## config.mk

```make
export PLATFORM = sky130hd
export DESIGN_NAME = alu_result_wb_flat
export DESIGN_NICKNAME = d
export VERILOG_FILES = /design/src/rtl/alu_result_wb_pkg.sv /design/src/rtl/alu_result_wb_if.sv /design/src/rtl/alu_result_wb_fifo.sv /design/src/rtl/alu_result_wb.sv /design/src/flat_wrapper.sv
export SDC_FILE = /design/constraint.sdc
export NUM_CORES = 1
export LEC_CHECK = 0
export ABC_CLOCK_PERIOD_IN_PS = 3700
export CORE_AREA = 3 3 107 109
export CTS_BUF_LIST = sky130_fd_sc_hd__clkbuf_16
export DETAILED_ROUTE_END_ITERATION = 8
export DIE_AREA = 0 0 110 112
export GPL_TIMING_DRIVEN = 1
export HOLD_SLACK_MARGIN = 0.1
export PLACE_DENSITY = 0.75
export SYNTH_ARGS = -nofsm -noshare
export SYNTH_HDL_FRONTEND = slang
export SYNTH_HIERARCHICAL = 1
export SYNTH_SLANG_ARGS = --single-unit
```

## constraint.sdc

```tcl
create_clock -name clk -period 3.7 [get_ports clk]
set_clock_uncertainty 0.05 [all_clocks]
set_input_delay 0.74 -clock clk [delete_from_list [all_inputs] [get_ports clk]]
set_output_delay 0.74 -clock clk [all_outputs]
set_load 0.02 [all_outputs]
```

## src/rtl/alu_result_wb_pkg.sv

```systemverilog
// Shared types and constants for the ALU result write-back stage.
package alu_result_wb_pkg;

   localparam int WB_DW = 16;
   localparam int WB_AW = 3;

   localparam logic [WB_AW-1:0] REG_ZERO = '0;

   typedef struct packed {
      logic [WB_AW-1:0] dest;
      logic [WB_DW-1:0] data;
   } wb_entry_t;

   typedef enum logic [1:0] {
      ST_EMPTY,
      ST_ACTIVE,
      ST_FULL
   } drain_state_e;

endpackage

```

## src/rtl/alu_result_wb_if.sv

```systemverilog
// ALU result stream: producer (master) pushes {dest, datain}, consumer (slave) returns in_ready.
interface alu_result_wb_if #(
   parameter int DW = 16,
   parameter int AW = 3
);

   logic [DW-1:0] datain;
   logic [AW-1:0] dest;
   logic          in_valid;
   logic          in_ready;

   modport master (output datain, output dest, output in_valid, input in_ready);
   modport slave  (input datain, input dest, input in_valid, output in_ready);

endinterface

```

## src/rtl/alu_result_wb_fifo.sv

```systemverilog
// Result buffer: storage, head/tail pointers, occupancy and the derived drain state.
module wb_fifo
   import alu_result_wb_pkg::*;
#(
   parameter  int DEPTH = 4,
   localparam int PW    = $clog2(DEPTH),
   localparam int CW    = PW + 1
) (
   input  logic          clk,
   input  logic          rst,
   input  logic          flush,
   input  logic          push,
   input  logic          pop,
   input  wb_entry_t     wr_entry,
   output wb_entry_t     mem [DEPTH],
   output logic [PW-1:0] head,
   output logic [CW-1:0] count,
   output drain_state_e  state
);

   logic [PW-1:0] tail;
   logic          do_push;
   logic          do_pop;
   logic [CW-1:0] nxt_count;

   assign do_push = push && (state != ST_FULL);
   assign do_pop  = pop && (state != ST_EMPTY);

   always_comb begin
      nxt_count = count;
      if (do_push && !do_pop) begin
         nxt_count = count + CW'(1);
      end else if (do_pop && !do_push) begin
         nxt_count = count - CW'(1);
      end
   end

   // Flush shares the reset path so it wins over any push or pop in the same cycle.
   always_ff @(posedge clk) begin
      if (rst || flush) begin
         head  <= '0;
         tail  <= '0;
         count <= '0;
         state <= ST_EMPTY;
      end else begin
         if (do_push) begin
            mem[tail] <= wr_entry;
            tail      <= tail + PW'(1);
         end
         if (do_pop) begin
            head <= head + PW'(1);
         end
         count <= nxt_count;
         if (nxt_count == '0) begin
            state <= ST_EMPTY;
         end else if (nxt_count == CW'(DEPTH)) begin
            state <= ST_FULL;
         end else begin
            state <= ST_ACTIVE;
         end
      end
   end

endmodule

```

## src/rtl/alu_result_wb.sv

```systemverilog
// Write-back stage: buffers ALU results, drains them through the shared register-file
// write port, and offers a bypass lookup over the still-pending results.
module alu_result_wb
   import alu_result_wb_pkg::*;
#(
   parameter  int DW    = WB_DW,
   parameter  int AW    = WB_AW,
   parameter  int DEPTH = 4,
   localparam int PW    = $clog2(DEPTH),
   localparam int CW    = PW + 1
) (
   input  logic          clk,
   input  logic          rst,
   alu_result_wb_if.slave res,
   input  logic          flush,
   output logic          rf_we,
   output logic [AW-1:0] rf_waddr,
   output logic [DW-1:0] rf_wdata,
   input  logic          rf_gnt,
   input  logic [AW-1:0] qry_addr,
   output logic          qry_hit,
   output logic [DW-1:0] qry_data,
   output logic [CW-1:0] count
);

   wb_entry_t     mem [DEPTH];
   wb_entry_t     wr_entry;
   logic [PW-1:0] head;
   drain_state_e  state;
   logic          push;

   // Writes to R0 are handshaken normally but never enter the buffer.
   assign res.in_ready = !rst && (state != ST_FULL);
   assign push         = res.in_valid && res.in_ready && (res.dest != REG_ZERO);
   assign wr_entry     = '{dest: res.dest, data: res.datain};

   wb_fifo #(
      .DEPTH (DEPTH)
   ) u_fifo (
      .clk      (clk),
      .rst      (rst),
      .flush    (flush),
      .push     (push),
      .pop      (rf_we && rf_gnt),
      .wr_entry (wr_entry),
      .mem      (mem),
      .head     (head),
      .count    (count),
      .state    (state)
   );

   // Head entry is masked while empty so stale storage never reaches the port.
   assign rf_we    = (state != ST_EMPTY);
   assign rf_waddr = rf_we ? mem[head].dest : '0;
   assign rf_wdata = rf_we ? mem[head].data : '0;

   // Walk from oldest to youngest so the last match found is the youngest.
   always_comb begin : bypass_search
      logic [PW-1:0] idx;
      idx      = head;
      qry_hit  = 1'b0;
      qry_data = '0;
      for (int i = 0; i < DEPTH; i++) begin
         idx = head + PW'(i);
         if ((CW'(i) < count) && (mem[idx].dest == qry_addr) && (qry_addr != REG_ZERO)) begin
            qry_hit  = 1'b1;
            qry_data = mem[idx].data;
         end
      end
   end

endmodule

```

## src/flat_wrapper.sv

```systemverilog
// flat-port wrapper written by rule: the top's interface ports become plain ports
module alu_result_wb_flat import alu_result_wb_pkg::*;
#(
   parameter  int DW    = WB_DW,
   parameter  int AW    = WB_AW,
   parameter  int DEPTH = 4,
   localparam int PW    = $clog2(DEPTH),
   localparam int CW    = PW + 1
)
  (clk, rst, flush, rf_we, rf_waddr, rf_wdata, rf_gnt, qry_addr, qry_hit, qry_data, count, res_datain, res_dest, res_in_valid, res_in_ready);
  alu_result_wb_if #(.DW(DW), .AW(AW)) res_i ();
  input  logic clk;
  input  logic rst;
  input  logic flush;
  output logic rf_we;
  output logic [AW-1:0] rf_waddr;
  output logic [DW-1:0] rf_wdata;
  input  logic rf_gnt;
  input  logic [AW-1:0] qry_addr;
  output logic qry_hit;
  output logic [DW-1:0] qry_data;
  output logic [CW-1:0] count;
  input wire logic [$bits(res_i.datain)-1:0] res_datain;
  input wire logic [$bits(res_i.dest)-1:0] res_dest;
  input wire logic [$bits(res_i.in_valid)-1:0] res_in_valid;
  output wire logic [$bits(res_i.in_ready)-1:0] res_in_ready;
  assign res_i.datain = res_datain;
  assign res_i.dest = res_dest;
  assign res_i.in_valid = res_in_valid;
  assign res_in_ready = res_i.in_ready;
  alu_result_wb #(.DW(DW), .AW(AW), .DEPTH(DEPTH)) u_core (.clk(clk), .rst(rst), .res(res_i), .flush(flush), .rf_we(rf_we), .rf_waddr(rf_waddr), .rf_wdata(rf_wdata), .rf_gnt(rf_gnt), .qry_addr(qry_addr), .qry_hit(qry_hit), .qry_data(qry_data), .count(count));
endmodule
```

[Yosys cells after proc, flatten, opt, wreduce, memory -nomap -nowiden]
Index checks and enable logic that the tools add are counted.
Storage, ports and cells
  bits in registers: 85
  output and inout bits: 41
Operators by class
  $add $sub $neg: 6
  order comparisons: 10
  equal/unequal tests: 6
  mux-type cells: 28
  bitwise gates (word level): 6
  reduce and logical (&&, ||, !) cells: 27
Operators with widths (count)
  $mux 19: 9
  $bmux 19 s2: 4
  $mux 16: 5
  $bwmux 76: 1
  $demux 19 s2: 1
  $logic_and 1x1->1: 17
  $ge 3x3->1 const B: 5
  $not 2->3: 5
  $eq 3x3->1: 4
  $mux 3: 3
  $lt 1x3->1 const A: 2
  $lt 2x3->1 const A: 2
  $reduce_bool 3->1: 2
  $add 2x1->2 const B: 2
  $add 2x2->2 const B: 2
  $mux 1: 4
  $add 3x1->3 const B: 1
  $eq 3x3->1 const B: 1
  $logic_not 1->1: 3
  $logic_not 3->1: 1
  $lt 3x1->1 const B: 1
  $sub 3x1->3 const B: 1
  $mux 2: 1
  $ne 2x2->1 const B: 1
  5 further kinds: 5

[Longest topological paths before layout]
  depth after elaboration: 11
  depth in mapped cells: 10
  mapped depth without buffers: 8

[Cells and area by module]
The synthesis kept the hierarchy.
Modules (own cells, without submodules)
  wb_fifo: times used 1, cells an instance 148, area each 2901.5 um^2, sequential area each 2462.4 um^2
  alu_result_wb: times used 1, cells an instance 400, area each 2605.0 um^2, sequential area each 0.0 um^2

[Worst setup path before layout]
No wires, ideal clock.
  kind: input port to output port
  start: input qry_addr[1]
  end: output qry_data[5]
  data arrival time: 3108 ps
  slack: -198 ps
  stages: 9
  buffers on the path: 3
  cell sequence: buf_1 > inv_1 > xnor2_1 > a2111oi_0 > o211ai_1 > and2_1 > buf_2 > buf_2 > a311oi_1
On the way
  cells in the longest elaborated chain, start to end: 7
  elaborated cells on any way between the ends: 17
  those cells by class: eq/ne (4); mux (4); reduce/logical (9)
Ends and longest elaborated chain
  from (decl): line flat_wrapper.sv:19  | input logic [AW-1:0] qry_addr;
  $eq 3x3->1: line alu_result_wb.sv:65  | if ((CW'(i) < count) && (mem[idx].dest == qry_addr) && (qry_addr != REG_ZERO)) begin
  $logic_and 1x1->1 (2 in a row): line alu_result_wb.sv:65
  $mux 16 (3 in a row): line alu_result_wb.sv:65
  $mux 16 (*): line alu_result_wb.sv:65
  to (decl): line flat_wrapper.sv:21  | output logic [DW-1:0] qry_data;
Mark *: on every way between the ends. The rest lies on a longest branch, timed or not.

[Worst setup path after layout]
  start: register, netlist name u_core/u_fifo/mem[74]
  end: output qry_data[10]
On the way
  cells in the longest elaborated chain, start to end: 10
  elaborated cells on any way between the ends: 28
  those cells by class: eq/ne (4); mux (16); reduce/logical (8)
Ends and longest elaborated chain (line)
  $bmux 19 s2: alu_result_wb.sv:65
  $mux 19 (not written as such) (2 in a row): alu_result_wb.sv:65
  $eq 3x3->1: alu_result_wb.sv:65
  $logic_and 1x1->1 (2 in a row): alu_result_wb.sv:65
  $mux 16 (3 in a row): alu_result_wb.sv:65
  $mux 16 (*): alu_result_wb.sv:65
Mark *: on every way between the ends. The rest lies on a longest branch, timed or not. The select of a mux whose other input is x is not followed.

==> results.cfg <==
[status]
status = finished with violations
violations = setup timing

[clock_network]
root_buffer = clkbuf_16
clk_latency_ps = 340
clk_pin_slew_ps = 60
cts_buffers = 9
cts.path.max_buffers = 2
postCtsHoldBufs = 0
clkSinkCount = 85
htreeDepth = 3
cts_tree = done

[run]
drv_cap = 0

[setup_path]
critPathMaxFanout = 10
worstPathArrival_ps = 3070
cp.required_ps = 2910
cp-end-kind = output port
cp-start-kind = flip-flop
worstSetupPathType = reg2out

[global_route]
grt.total_usage = 0.2286
grt_pass1_vias = 4421
grt_max_degree = 69
grt_overflow_total = 0
antenna_found_initial = 0
grt_first_pass_wirelength_um = 21660

[routing]
wl_um = 13730
route.met3.wl_um = 682
wl_per_cell_um = 17.42
drtPass1Iterations = 5
route.detailed.drc = 0
wl_met1_um = 5460
first_iter_violations = 322
vias = 4527
viasPerCell = 5.745
dr_wl_met2_um = 7206
drtAntennaViolNets = 0
highest_layer = met4

[floorplan]
ioPinCount = 68
die_h_um = 112
die_w_um = 110
core_um2 = 10700
rows = 38
start_util = 0.5147
die_area_um2 = 12320

[timing]
rsz0062_at_grt = yes
fin_crit_ps = 3856
finalHoldViolCount = 0
setup_ws_ps = -156.3
finalCritPeriodShare = 1.042
tns_ps = -1914
drv_slew = 0
worst_slew_pin_slew_ps = 758.2
setup_violations = 16
fmax_ghz = 0.2593
relSlewSlack = 0.4935

[final_layout]
syn_to_final_growth_pct = 28.72
drive_above_1_share = 0.2454
post-route-util = 0.6626
n_antenna_cell = 0
final_nets = 676
layout.cells.non_filler = 788

[logic_synthesis]
synth_edf_count = 76
synth_area_leader_cell = edfxtp_1
netlist_instances = 548
synth_nets = 581
seq_area_frac_synth = 0.4472
synth.distinct_cells = 61
yosys_warnings = 6
synth-seq-cells = 85
synth.area.top_cells = edfxtp_1 41%, mux2i_1 11%, nor2_1 6.5%, mux2_2 3.9%, nand2_1 3.7%
synth_top_area_frac = 0.4145
synthArstFlopShare = 0
yosys_most_used_dff = edfxtp_1
avgSynthCellArea_um2 = 10.05
netlist_area_um2 = 5507

[pwr]
leakage_uw = 0.002421
ir_worst_vdd_v = 0.0002767
p_per_area_nw_per_um2 = 292.6

[placement]
hpwl_um = 9647
pre_cts_ws_ps = -710.8
io_buffers = 67
dp_cells = 766
routabilityCongestion = 0.9027

[hold_path]
hp-class = reg2reg
## logic make-up after synthesis
family,count (synthesis),share of synthesized area
and+or+nand+nor,198,0.1584
AOI/OAI and AO/OA,110,0.1486
DFF,85,0.4472
muxes,84,0.1622
buffers and inverters,51,0.04771
xor gates and xnor gates,14,0.02227
adders and majority gates,6,0.01363
## worst paths after layout
check | start | end | slack (ps) | cells past startpoint
worst max-delay path | u_core/u_fifo/mem[74] | qry_data[10] | -160 | 9
worst min-delay path | u_core/u_fifo/tail[0] | u_core/u_fifo/tail[0] | 560 | 2
worst max register to register | u_core/u_fifo/state[1] | u_core/u_fifo/state[1] | 820 | 7
worst min register to register | u_core/u_fifo/tail[0] | u_core/u_fifo/tail[0] | 560 | 2
## report_power, final
part	switching, µW	total [µW]	internal, µW
registers	3.62	1050	1050
logic	58.7	117	58.0
clock network	375	906	531
## cell usage after synthesis, types with 11 or more instances
cell type,number
nor2_1,96
edfxtp_1,76
mux2i_1,63
nand2_1,55
o21ai_0,27
clkbuf_1,23
a21oi_1,20
mux2_2,19
or3_1,17
a211oi_1,16
xnor2_1,11
## through the flow
stage	hold slack, ps	instance area, µm²	power [µW]
floorplan	423.8	5513	1124
global placement	513.5	6636	1183
detailed placement	536.2	6636	1187
CTS	553.9	7034	2088
global route	588.0	7088	2148
finish	556.2	7088	2074
## registers in the layout, indices dropped and copies added (netlist names)
name and cells:
u_core/u_fifo/mem 76, u_core/u_fifo/count 3, u_core/u_fifo/head 2, u_core/u_fifo/state 2, u_core/u_fifo/tail 2
## cell usage in the layout (no fill, tap or decap), types with 2 or more instances in the layout
cell type	count
clkinv_4	3
edfxtp_1	76
nor2b_1	2
clkdlybuf4s50_1	48
nand2_1	55
dfxtp_4	2
buf_6	5
mux4_2	2
nor3_1	7
o221ai_1	2
a21oi_1	20
or3_1	12
ha_1	6
or3_4	5
mux2_2	19
and2_1	2
clkbuf_16	9
a311oi_2	16
o211ai_1	2
xnor2_1	11
xor2_1	3
dfxtp_1	7
o21ai_2	11
buf_12	9
buf_4	62
inv_6	2
o21ai_1	4
o21ai_0	22
and3_1	5
nor2_1	96
nand3_1	2
o22ai_1	2
a211oi_1	16
mux2i_1	63
inv_1	7
## critical path, cell delays in order, from the launching register on
cell and delay [ps]:
edfxtp_1 400, mux4_2 510, or3b_1 380, a211o_1 300, a211oi_4 330, buf_6 180
buf_12 120, o21ai_2 50, a311oi_2 270, buf_4 180
## layout make-up
type | instances | area, µm²
inverters | 8 | 30.03
repair buffers | 127 | 1231
fillers | 818 | 3610
multi-input cells | 412 | 2875
flip-flops and latches | 85 | 2470
clock buffers | 9 | 225.2
clock inverters | 7 | 81.33
well taps | 140 | 175.2
## what timing repair did
| item | in CTS | in global routing |
|---|---|---|
| resized for setup | 112 | 12 |
| cloned | 1 | 0 |
| endpoints found under the setup margin | 17 | 17 |
| buffers inserted | 3 | 2 |
| endpoints found under the hold margin | 0 | 0 |
| pin swaps | 19 | 7 |
## per-layer routing
layer  global-route usage  vias up
met4               0.1081        0
met5                    0        -
met1               0.2689     2162
met3              0.03130       26
met2               0.4037      140
li1                     -     2199
No activity file was read; power rests on OpenSTA's default activity.
